### config.mk
export PLATFORM = sky130hd
export DESIGN_NAME = bky_multi_shift
export DESIGN_NICKNAME = d
export VERILOG_FILES = /design/src/rtl/bky_multi_shift.sv
export SDC_FILE = /design/constraint.sdc
export NUM_CORES = 1
export LEC_CHECK = 0
export CORE_ASPECT_RATIO = 1.4
export CORE_MARGIN = 2
export CORE_UTILIZATION = 40
export DETAILED_ROUTE_END_ITERATION = 8
export PLACE_DENSITY_LB_ADDON = 0.15
export SLEW_MARGIN = 20
export SYNTH_ARGS = -nofsm -noshare
export SYNTH_HDL_FRONTEND = slang
export SYNTH_SLANG_ARGS = --single-unit
### constraint.sdc
create_clock -name clk20 -period 4.56 [get_ports clk20]
set_clock_uncertainty 0.2 [all_clocks]
set_input_delay 0.912 -clock clk20 [delete_from_list [all_inputs] [get_ports clk20]]
set_output_delay 0.912 -clock clk20 [all_outputs]
set_load 0.1 [all_outputs]
### src/rtl/bky_multi_shift.sv
// ---------------------------------------------------------------------------
// bky_multi_shift
//
// Serial loader for a group of Buckeye chips. A start pulse latches a
// chip-select mask. Each selected chip is then shifted in ascending index
// order. Every chip receives BITS_PER_CHIP bits, LSB first, taken from
// DW-bit words that arrive on a valid/ready handshake. Each bit uses
// CLK_DIV cycles with bky_clk low, then CLK_DIV cycles with bky_clk high.
// Only the active chip sees bky_clk and to_bky activity.
//
// Optional feature (macro BKY_READBACK_EN):
//   When defined, the design samples bky_rtn of the active chip in the last
//   high cycle of every bit. It packs these samples LSB first into DW-bit
//   words on dout, and qualifies each word with a single-cycle dout_vld
//   strobe. When undefined, dout and dout_vld are tied to 0 and bky_rtn is
//   ignored.
//
// Ports:
//   clk20     in   1       sole clock, rising edge
//   sys_rst   in   1       synchronous active-high reset
//   start     in   1       pulse that begins a shift sequence (ignored if busy)
//   mask      in   N_CHIP  chip-select mask, latched when start is accepted
//   din       in   DW      word to shift out, LSB first
//   din_vld   in   1       din holds a valid word
//   din_rdy   out  1       word accepted when din_vld && din_rdy
//   to_bky    out  N_CHIP  serial data to each chip
//   bky_clk   out  N_CHIP  shift clock to each chip
//   bky_rtn   in   N_CHIP  serial return from each chip
//   dout      out  DW      readback word
//   dout_vld  out  1       one-cycle strobe qualifying dout
//   busy      out  1       sequence in progress
//   done      out  1       one-cycle pulse at sequence end
// ---------------------------------------------------------------------------
module bky_multi_shift #(
  parameter int N_CHIP        = 6,
  parameter int BITS_PER_CHIP = 48,
  parameter int DW            = 16,
  parameter int CLK_DIV       = 2
) (
  input  logic              clk20,
  input  logic              sys_rst,
  input  logic              start,
  input  logic [N_CHIP-1:0] mask,
  input  logic [DW-1:0]     din,
  input  logic              din_vld,
  output logic              din_rdy,
  output logic [N_CHIP-1:0] to_bky,
  output logic [N_CHIP-1:0] bky_clk,
  input  logic [N_CHIP-1:0] bky_rtn,
  output logic [DW-1:0]     dout,
  output logic              dout_vld,
  output logic              busy,
  output logic              done
);

  localparam int WPC = BITS_PER_CHIP / DW;
  localparam int CW  = (N_CHIP > 1) ? $clog2(N_CHIP) : 1;
  localparam int WCW = (WPC > 1) ? $clog2(WPC) : 1;
  localparam int BW  = (DW > 1) ? $clog2(DW) : 1;

  localparam logic [3:0]     DIV_LAST  = 4'(CLK_DIV - 1);
  localparam logic [BW-1:0]  BIT_LAST  = BW'(DW - 1);
  localparam logic [WCW-1:0] WCNT_LAST = WCW'(WPC - 1);

  typedef enum logic [2:0] {
    IDLE,
    FETCH,
    LOW,
    HIGH,
    NEXT,
    FIN
  } state_t;

  state_t            state_q, state_d;
  logic [N_CHIP-1:0] mask_q, mask_d;
  logic [CW-1:0]     chip_q, chip_d;
  logic [WCW-1:0]    wcnt_q, wcnt_d;
  logic [BW-1:0]     bit_q, bit_d;
  logic [3:0]        div_q, div_d;
  logic [DW-1:0]     word_q, word_d;
  logic              busy_q, busy_d;
  logic              done_q, done_d;
  logic [N_CHIP-1:0] to_bky_q, to_bky_d;
  logic [N_CHIP-1:0] bky_clk_q, bky_clk_d;

  logic              firstFound;
  logic [CW-1:0]     firstIdx;
  logic              nextFound;
  logic [CW-1:0]     nextIdx;
  logic              bitEnd;

  // Find the lowest set bit of the incoming mask, which gives the first chip
  // of a new sequence. Also find the lowest latched mask bit above the
  // current chip, which gives the chip that follows in ascending order.
  // Both loops scan from the top down so that the last match, the lowest
  // index, wins.
  always_comb begin
    firstFound = 1'b0;
    firstIdx   = '0;
    nextFound  = 1'b0;
    nextIdx    = '0;
    for (int i = N_CHIP - 1; i >= 0; i--) begin
      if (mask[i]) begin
        firstFound = 1'b1;
        firstIdx   = CW'(i);
      end
      if (mask_q[i] && (i > int'(chip_q))) begin
        nextFound = 1'b1;
        nextIdx   = CW'(i);
      end
    end
  end

  // The last cycle of the high phase finishes a bit. The next-state logic
  // uses this signal, and so does the readback sampler.
  assign bitEnd = (state_q == HIGH) && (div_q == DIV_LAST);

  // Sequencer next-state logic. FETCH waits for a word. LOW and HIGH each
  // last CLK_DIV cycles per bit. At the end of a bit the machine moves to
  // the next bit, to the next word, or to the next chip. The pin values are
  // computed from the next state, so the registered pins line up exactly
  // with the state register and never glitch.
  always_comb begin
    state_d   = state_q;
    mask_d    = mask_q;
    chip_d    = chip_q;
    wcnt_d    = wcnt_q;
    bit_d     = bit_q;
    div_d     = div_q;
    word_d    = word_q;
    busy_d    = busy_q;
    done_d    = 1'b0;
    to_bky_d  = '0;
    bky_clk_d = '0;

    case (state_q)
      IDLE: begin
        if (start) begin
          mask_d = mask;
          busy_d = 1'b1;
          if (firstFound) begin
            chip_d  = firstIdx;
            wcnt_d  = '0;
            state_d = FETCH;
          end else begin
            state_d = FIN;
          end
        end
      end
      FETCH: begin
        if (din_vld) begin
          word_d  = din;
          bit_d   = '0;
          div_d   = '0;
          state_d = LOW;
        end
      end
      LOW: begin
        if (div_q == DIV_LAST) begin
          div_d   = '0;
          state_d = HIGH;
        end else begin
          div_d = div_q + 4'd1;
        end
      end
      HIGH: begin
        if (bitEnd) begin
          div_d = '0;
          if (bit_q == BIT_LAST) begin
            if (wcnt_q == WCNT_LAST) begin
              state_d = NEXT;
            end else begin
              wcnt_d  = wcnt_q + 1'b1;
              state_d = FETCH;
            end
          end else begin
            bit_d   = bit_q + 1'b1;
            state_d = LOW;
          end
        end else begin
          div_d = div_q + 4'd1;
        end
      end
      NEXT: begin
        if (nextFound) begin
          chip_d  = nextIdx;
          wcnt_d  = '0;
          state_d = FETCH;
        end else begin
          state_d = FIN;
        end
      end
      FIN: begin
        busy_d  = 1'b0;
        done_d  = 1'b1;
        state_d = IDLE;
      end
      default: begin
        state_d = IDLE;
      end
    endcase

    if ((state_d == LOW) || (state_d == HIGH)) begin
      to_bky_d[chip_d] = word_d[bit_d];
    end
    if (state_d == HIGH) begin
      bky_clk_d[chip_d] = 1'b1;
    end
  end

  // State and output registers. Reset returns the machine to IDLE with
  // every pin low. A chip that was partly shifted keeps what it already
  // received, and no done pulse is produced for the aborted sequence.
  always_ff @(posedge clk20) begin
    if (sys_rst) begin
      state_q   <= IDLE;
      mask_q    <= '0;
      chip_q    <= '0;
      wcnt_q    <= '0;
      bit_q     <= '0;
      div_q     <= '0;
      word_q    <= '0;
      busy_q    <= 1'b0;
      done_q    <= 1'b0;
      to_bky_q  <= '0;
      bky_clk_q <= '0;
    end else begin
      state_q   <= state_d;
      mask_q    <= mask_d;
      chip_q    <= chip_d;
      wcnt_q    <= wcnt_d;
      bit_q     <= bit_d;
      div_q     <= div_d;
      word_q    <= word_d;
      busy_q    <= busy_d;
      done_q    <= done_d;
      to_bky_q  <= to_bky_d;
      bky_clk_q <= bky_clk_d;
    end
  end

  assign din_rdy = (state_q == FETCH);
  assign to_bky  = to_bky_q;
  assign bky_clk = bky_clk_q;
  assign busy    = busy_q;
  assign done    = done_q;

`ifdef BKY_READBACK_EN
  logic [DW-1:0] rtn_q, rtn_d;
  logic [DW-1:0] dout_q, dout_d;
  logic          dout_vld_q, dout_vld_d;

  // Readback packing. New samples enter at the MSB and shift toward the
  // LSB, so after DW samples the first sample sits in bit 0. The word is
  // published together with its final sample and is not held for a
  // consumer.
  always_comb begin
    rtn_d      = rtn_q;
    dout_d     = dout_q;
    dout_vld_d = 1'b0;
    if (bitEnd) begin
      rtn_d = {bky_rtn[chip_q], rtn_q[DW-1:1]};
      if (bit_q == BIT_LAST) begin
        dout_d     = rtn_d;
        dout_vld_d = 1'b1;
      end
    end
  end

  // Readback registers, cleared by reset like the rest of the datapath.
  always_ff @(posedge clk20) begin
    if (sys_rst) begin
      rtn_q      <= '0;
      dout_q     <= '0;
      dout_vld_q <= 1'b0;
    end else begin
      rtn_q      <= rtn_d;
      dout_q     <= dout_d;
      dout_vld_q <= dout_vld_d;
    end
  end

  assign dout     = dout_q;
  assign dout_vld = dout_vld_q;
`else
  logic unused_rtn;
  assign unused_rtn = ^bky_rtn;
  assign dout       = '0;
  assign dout_vld   = 1'b0;
`endif

endmodule

# [Word level (Yosys, flattened, before mapping)]
# Cells that the tools add are included.
[totals] in_bits=32 elab_cells=119 regBits=52
[op_classes] n_bitwise=3 n_lt_le_gt_ge=8 eq_ne=17 n_mux=59 n_addsub=3 n_reduce_logical=18
[op_table] op="two-way mux 3 bit" n=22
[op_table] op="two-way mux 16 bit" n=2
[op_table] op="two-way mux 4 bit" n=6
[op_table] op="two-way mux 1 bit" n=15
[op_table] op="case mux 3 bit (5 select lines)" n=1
[op_table] op="equality test 3 x 2 -> 1 bit, second input constant" n=4
[op_table] op="two-way mux 2 bit" n=6
[op_table] op="inequality test 2 bit, second input constant" n=6
[op_table] op="case mux 4 bit (3 select lines)" n=1
[op_table] op="adder 4 x 1 -> 4 bit, second input constant" n=2
[op_table] op="case mux 4 bit (2 select lines)" n=1
[op_table] op="logical AND 1 bit" n=7
[op_table] op="AND reduction 7 bit" n=1
[op_table] op="AND 6 bit" n=1
[op_table] op="equality test 3 bit, second input constant" n=2
[op_table] op="greater-than comparator 2 x 3 -> 1 bit, first input constant" n=2
[op_table] op="greater-than comparator 3 bit, first input constant" n=2
[op_table] op="case mux 2 bit (3 select lines)" n=1
[op_table] op="case mux 3 bit (2 select lines)" n=1
[op_table] op="AND reduction 2 bit" n=3
[op_table] op="nonzero test 3 bit" n=2
[op_table] op="< comparator 4 x 5 -> 1 bit, second input constant" n=1
[op_table] op="binary-select mux 1 bit (select 4 bit)" n=1
[op_table] op="equality test 4 x 1 -> 1 bit, second input constant" n=1
[op_table] op="15 further kinds" n=17

# [Longest topological paths before layout]
[depth] ltp_word=14 mapped_depth=11 mapped_depth_nobuf=9

# [Worst setup path before layout]
# No wires, ideal clock.
[synth_path] kind="input to register" from="in din_vld" to="reg to_bky_q[0] (netlist: to_bky[0])" slack_ns=1.588 setup_ns=0.138 arrival_time_ns=2.634 path_buffers=2 stages=8 t_required_ns=4.222 cell_sequence="nor4bb_1 clkbuf_1 clkbuf_1 mux2i_1 nand2_1 a22o_1 a21oi_2 a211oi_1"
[synth_between] elab_chain_cells=6 elab_cells_between_ends=14 classes_between="2 x eq/ne; 8 x mux; 2 x bitwise; 2 x reduce/logical"
[synth_lines] item="from (decl)" line="45" source="input logic din_vld,"
[synth_lines] item="parallel branches: the longest is 6 deep, another holds AND 6 bit"
[synth_lines] item="to (signal assigned)" line="237" source="to_bky_q <= to_bky_d;"
[synth_lines] item="to (decl)" line="83" source="logic [N_CHIP-1:0] to_bky_q, to_bky_d;"
# Parallel ways; which one is timed is not known. The select of a mux whose other input is x is not followed.
# A chain may end at the register's enable or synchronous reset.

# [Worst setup path in the final report]
[layout_path] from="in start" to="reg bky_clk_q[4] (netlist: bky_clk[4])"
[layout_between] elab_chain_cells=6 elab_cells_between_ends=12 classes_between="2 x order compare; 1 x eq/ne; 6 x mux; 1 x bitwise; 2 x reduce/logical"
[layout_lines] item="from (decl)" line="42" source="input logic start,"
[layout_lines] item="two-way mux 3 bit" line="138" source="if (start) begin"
[layout_lines] item="case mux 3 bit (2 select lines)" line="136" source="case (state_q)"
[layout_lines] item="< comparator 3 x 4 -> 1 bit (not written as such) or >= comparator 3 x 1 -> 1 bit (tied branches)" line="207" source="bky_clk_d[chip_d] = 1'b1;"
[layout_lines] item="logical AND 1 bit (not written as such)" line="207"
[layout_lines] item="two-way mux 1 bit (not written as such)" line="207"
[layout_lines] item="demux 1 bit (select 3 bit)" line="207"
[layout_lines] item="to (signal assigned)" line="238" source="bky_clk_q <= bky_clk_d;"
[layout_lines] item="to (decl)" line="84" source="logic [N_CHIP-1:0] bky_clk_q, bky_clk_d;"
# Several ways; a longest one is shown, not always the timed one.

==> results.md <==
- From synthesis to final layout, the design area changed by 19.0%.
- After detailed routing, the total wire length is 5370 um.
- Headroom to the max-slew limit came out at 34.5%.
- In this run the clock root is driven by a clkbuf_8.
- The max-capacitance violation count is 0.
- Counting cells, the worst reg-to-reg path comes to 8.
- Hold repair after CTS inserted 0 buffers.
- The number of violations reported at the end of detailed-routing iteration 0 is 65.
- The count of nets left with antenna violations once routing finished came out at 0.
- The number of clock sinks is 51.
- The final hold violation count came to 0.
- In this run the deepest clock path goes through 2 buffers.
- The sequential cell area fraction in the yosys report is 39.6%.
- The vertical extent of the die is 99.1 um.
- For this run, the number of Yosys warnings is 0.
- The DRC violation count after routing is 0.
- Global routing consumed, over all layers together, 15.9% of the routing resources.
- The finished layout cell area is 0.00307 mm2.
- The path type of the worst min-delay path is register to register.
- The critical path is of the input port to register type.
- Counting flops with an async set or reset pin after synthesis yields a share of 0%.
- The area of the die is 0.00712 mm2.
- In this run, CTS created clock tree buffers numbering 5.
- The required time of the critical path is 4560 ps.
- In this run the most critical hold path is launched from word_q[15]$_SDFF_PP0_.
- The total negative slack for setup checks is 0 ps.
- The later pin in the worst-skew pair is clocked with a latency of 310 ps.
- The register clock-pin slew on the reported worst setup and hold paths is 100 ps.
- The category of the worst setup path launch point is an input port.
- The clock tree synthesis step divided the H-tree into 2 levels.
- The slew at the pin closest to its max-slew limit is 980 ps.
- By area the synthesized netlist is led by dfxtp_1, nor2_1, a21oi_1, nand2_1, buf_4.
- The register-to-register path setup slack is 1470 ps.
- In this run the worst path has a maximum fanout of 10.
- The time the final worst path needs with I/O delays and setup is 3550 ps.
- The number of different library cells in the post-synthesis netlist is 56.
- Summed over all layers, the global routing overflow is 0.
- The pin count of the biggest net entering global routing is 36.
- Setup repair after global routing left no endpoint under its margin.
- The die is 71.9 um wide.
- Routability-driven placement finished with a final weighted congestion of 0.813.
- The number of vias in the routed layout is 2242.
- The tightest hold margin is 264 ps.
- The worst-case IR drop observed on VDD is 163 uV.
- The global-route wire length before repair is 9110 um.
- The worst hold path was traced through 2 stages.
- The standard-cell row count is 34.
- Detailed placement ended at an HPWL of 4040 um.
- The final critical path takes up 77.8% of the cycle.
- The first TritonRoute pass finished after 4 iterations.
- In the final routed layout, each cell accounts on average for 12.7 um.
- Input and output buffers added on the ports amount to 40.
- The flow ran to the end, and the final reports show no timing, DRC or antenna violations.
- Among all flip-flop cells after synthesis, the most frequent one is dfxtp_1.
- The area of the mapped netlist is 0.00258 mm2.
- The filler cells instantiated in the layout total 635.
- The instance count of the mapped netlist is 314.
- The antenna diode count is 0.
- Averaged over all synthesized cells, the footprint is 8.22 um2.
- The launch point of the worst reg-to-reg path is div_q[0]$_SDFFE_PP0P_.
- Counting flops with a built-in enable in the synthesized netlist gives 0.
- Of the post-synthesis cell area, the dominant cell type holds 39.6%.
- The areal power density over the cells is 314 mW/mm2.
- dfxtp_1 takes more of the synthesized area than any other cell.
- During I/O placement, the number of pins put on the boundary was 64.
- The number of register bits inferred by synthesis is 51.
- The endpoint of the worst register-to-register path is to_bky[2]$_SDFF_PP0_.
- The region available for standard cell placement spans 0.00621 mm2.
- The net count of the finished layout is 384.
- The number of setup violations in the final report is 0.
- The fraction of layout cells with a size suffix above 1 is 5.44%.
- Data on the critical path arrives at its endpoint at 3550 ps.
- The maximum frequency from static timing analysis is 282 MHz.
- In this run, post-CTS repair resized a total of 0 instances.
- The number of buffers inserted to repair setup after CTS is 0.
- The number of global-route vias before repair came to 2040.
- The worst setup path is captured at a register.
- In this run the static leakage power is 1.15 nW.
- The final max-slew violation count is 0.
- After detailed placement, the total cell area comes to 0.00297 mm2.
- The CTS tree is yes.
- The sink of the worst hold path is word_q[15]$_SDFF_PP0_.
- The via density per instance is 5.33.
- Once the floorplan was initialized, standard cells occupied 41.6% of the core.
- The initial antenna violation count is 0.
[worst max-delay path by stage]
stage | from | end
after floorplan | din_vld | to_bky[0]$_SDFF_PP0_
after global placement | start | bky_clk[5]$_SDFF_PP0_
after detailed placement | start | bky_clk[4]$_SDFF_PP0_
after CTS | start | bky_clk[4]$_SDFF_PP0_
after global routing | start | bky_clk[5]$_SDFF_PP0_
final | start | bky_clk[4]$_SDFF_PP0_
[placed cells by master (no fill, tap or decap), drive strengths merged, types with 6 or more instances in the layout]
cell and n:
clkbuf 6, dfxtp 51, inv 11, nand2 35, mux2i 12, conb 17
nand3 9, clkdlybuf4s50 40, o21ai 13, nor2 41, a21oi 28, a31oi 6
[routing by layer]
metal | wire [um] | vias up | track usage, % | part of all wire, %
met5 | 0 | - | 0 | 0
met4 | 115 | 0 | 6.24 | 2.1
met3 | 195 | 11 | 2.97 | 3.6
met2 | 2760 | 50 | 28.1 | 51
met1 | 2290 | 1048 | 18.7 | 43
li1 | - | 1133 | - | -
[critical path, cell delays in order]
cell and delay, ps:
clkdlybuf4s50_1 490, or4b_1 660, a21oi_1 340, nor2_1 190, a221oi_4 460, nand2_1 170
nor4_1 320
[Yosys cell counts (2+ instances only)]
| cell | instances |
|---|---|
| o31ai_1 | 2 |
| o22ai_1 | 2 |
| nor3b_1 | 2 |
| mux2i_1 | 12 |
| buf_4 | 17 |
| o211ai_1 | 3 |
| nor4_1 | 4 |
| nand4_1 | 2 |
| nand4b_1 | 3 |
| nor2_1 | 41 |
| nor2b_1 | 4 |
| ha_1 | 4 |
| or2_2 | 2 |
| and3_1 | 5 |
| xor2_1 | 2 |
| a211oi_1 | 5 |
| nand2b_1 | 4 |
| clkbuf_1 | 9 |
| a31oi_1 | 6 |
| buf_2 | 4 |
| and2_1 | 4 |
| dfxtp_1 | 51 |
| a21oi_1 | 27 |
| o21ai_0 | 12 |
| nor3_1 | 4 |
| nand3_1 | 9 |
| inv_1 | 11 |
| nand2_1 | 35 |
[cell families (layout without fill, tap and decap cells)]
| family | after synthesis | count (layout) | share of synthesized area (%) |
|---|---|---|---|
| AOI/OAI and AO/OA | 72 | 72 | 18.9 |
| xor gates and xnor gates | 3 | 3 | 1.02 |
| adders and majority gates | 4 | 4 | 1.94 |
| buffers and inverters | 43 | 62 | 9.21 |
| DFF | 51 | 51 | 39.6 |
| muxes | 13 | 13 | 5.09 |
| other | 1 | 17 | 0.145 |
| and+or+nand+nor | 127 | 127 | 24.2 |
[flip-flops by register name (all words and copies together) (netlist names)]
register  count
bit_q         4
bky_clk       6
busy          1
chip_q        3
div_q         4
done          1
mask_q        5
state_q       3
to_bky        6
wcnt_q        2
word_q       16
[through the flow]
step                      cells  total power (W)  util, %  setup slack [ps]
after detailed placement    413         0.000700     47.9               688
after floorplan             330         0.000659        -              1590
final                       421         0.000966     49.5              1010
after global placement      413         0.000699     47.9               728
after CTS                   421         0.000980     49.5              1010
after global routing        421          0.00101     49.5               772
[power by group]
| group | switching [W] | internal (W) |
|---|---|---|
| Sequential | 0.0000155 | 0.000461 |
| Combinational | 0.000150 | 0.0000638 |
| Clock | 0.000152 | 0.000124 |
[layout make-up]
class                      instances  area, um2  area share, %
sequential                        51       1020           33.2
clock buffer                       6       82.6           2.69
multi-input combinational        236       1400           45.5
clock inverter                     2       16.3          0.530
inverter                          11       41.3           1.34
tap                               72       90.1           2.93
timing repair buffer              43        423           13.8
Note: power is estimated with default switching activity, not from simulation.
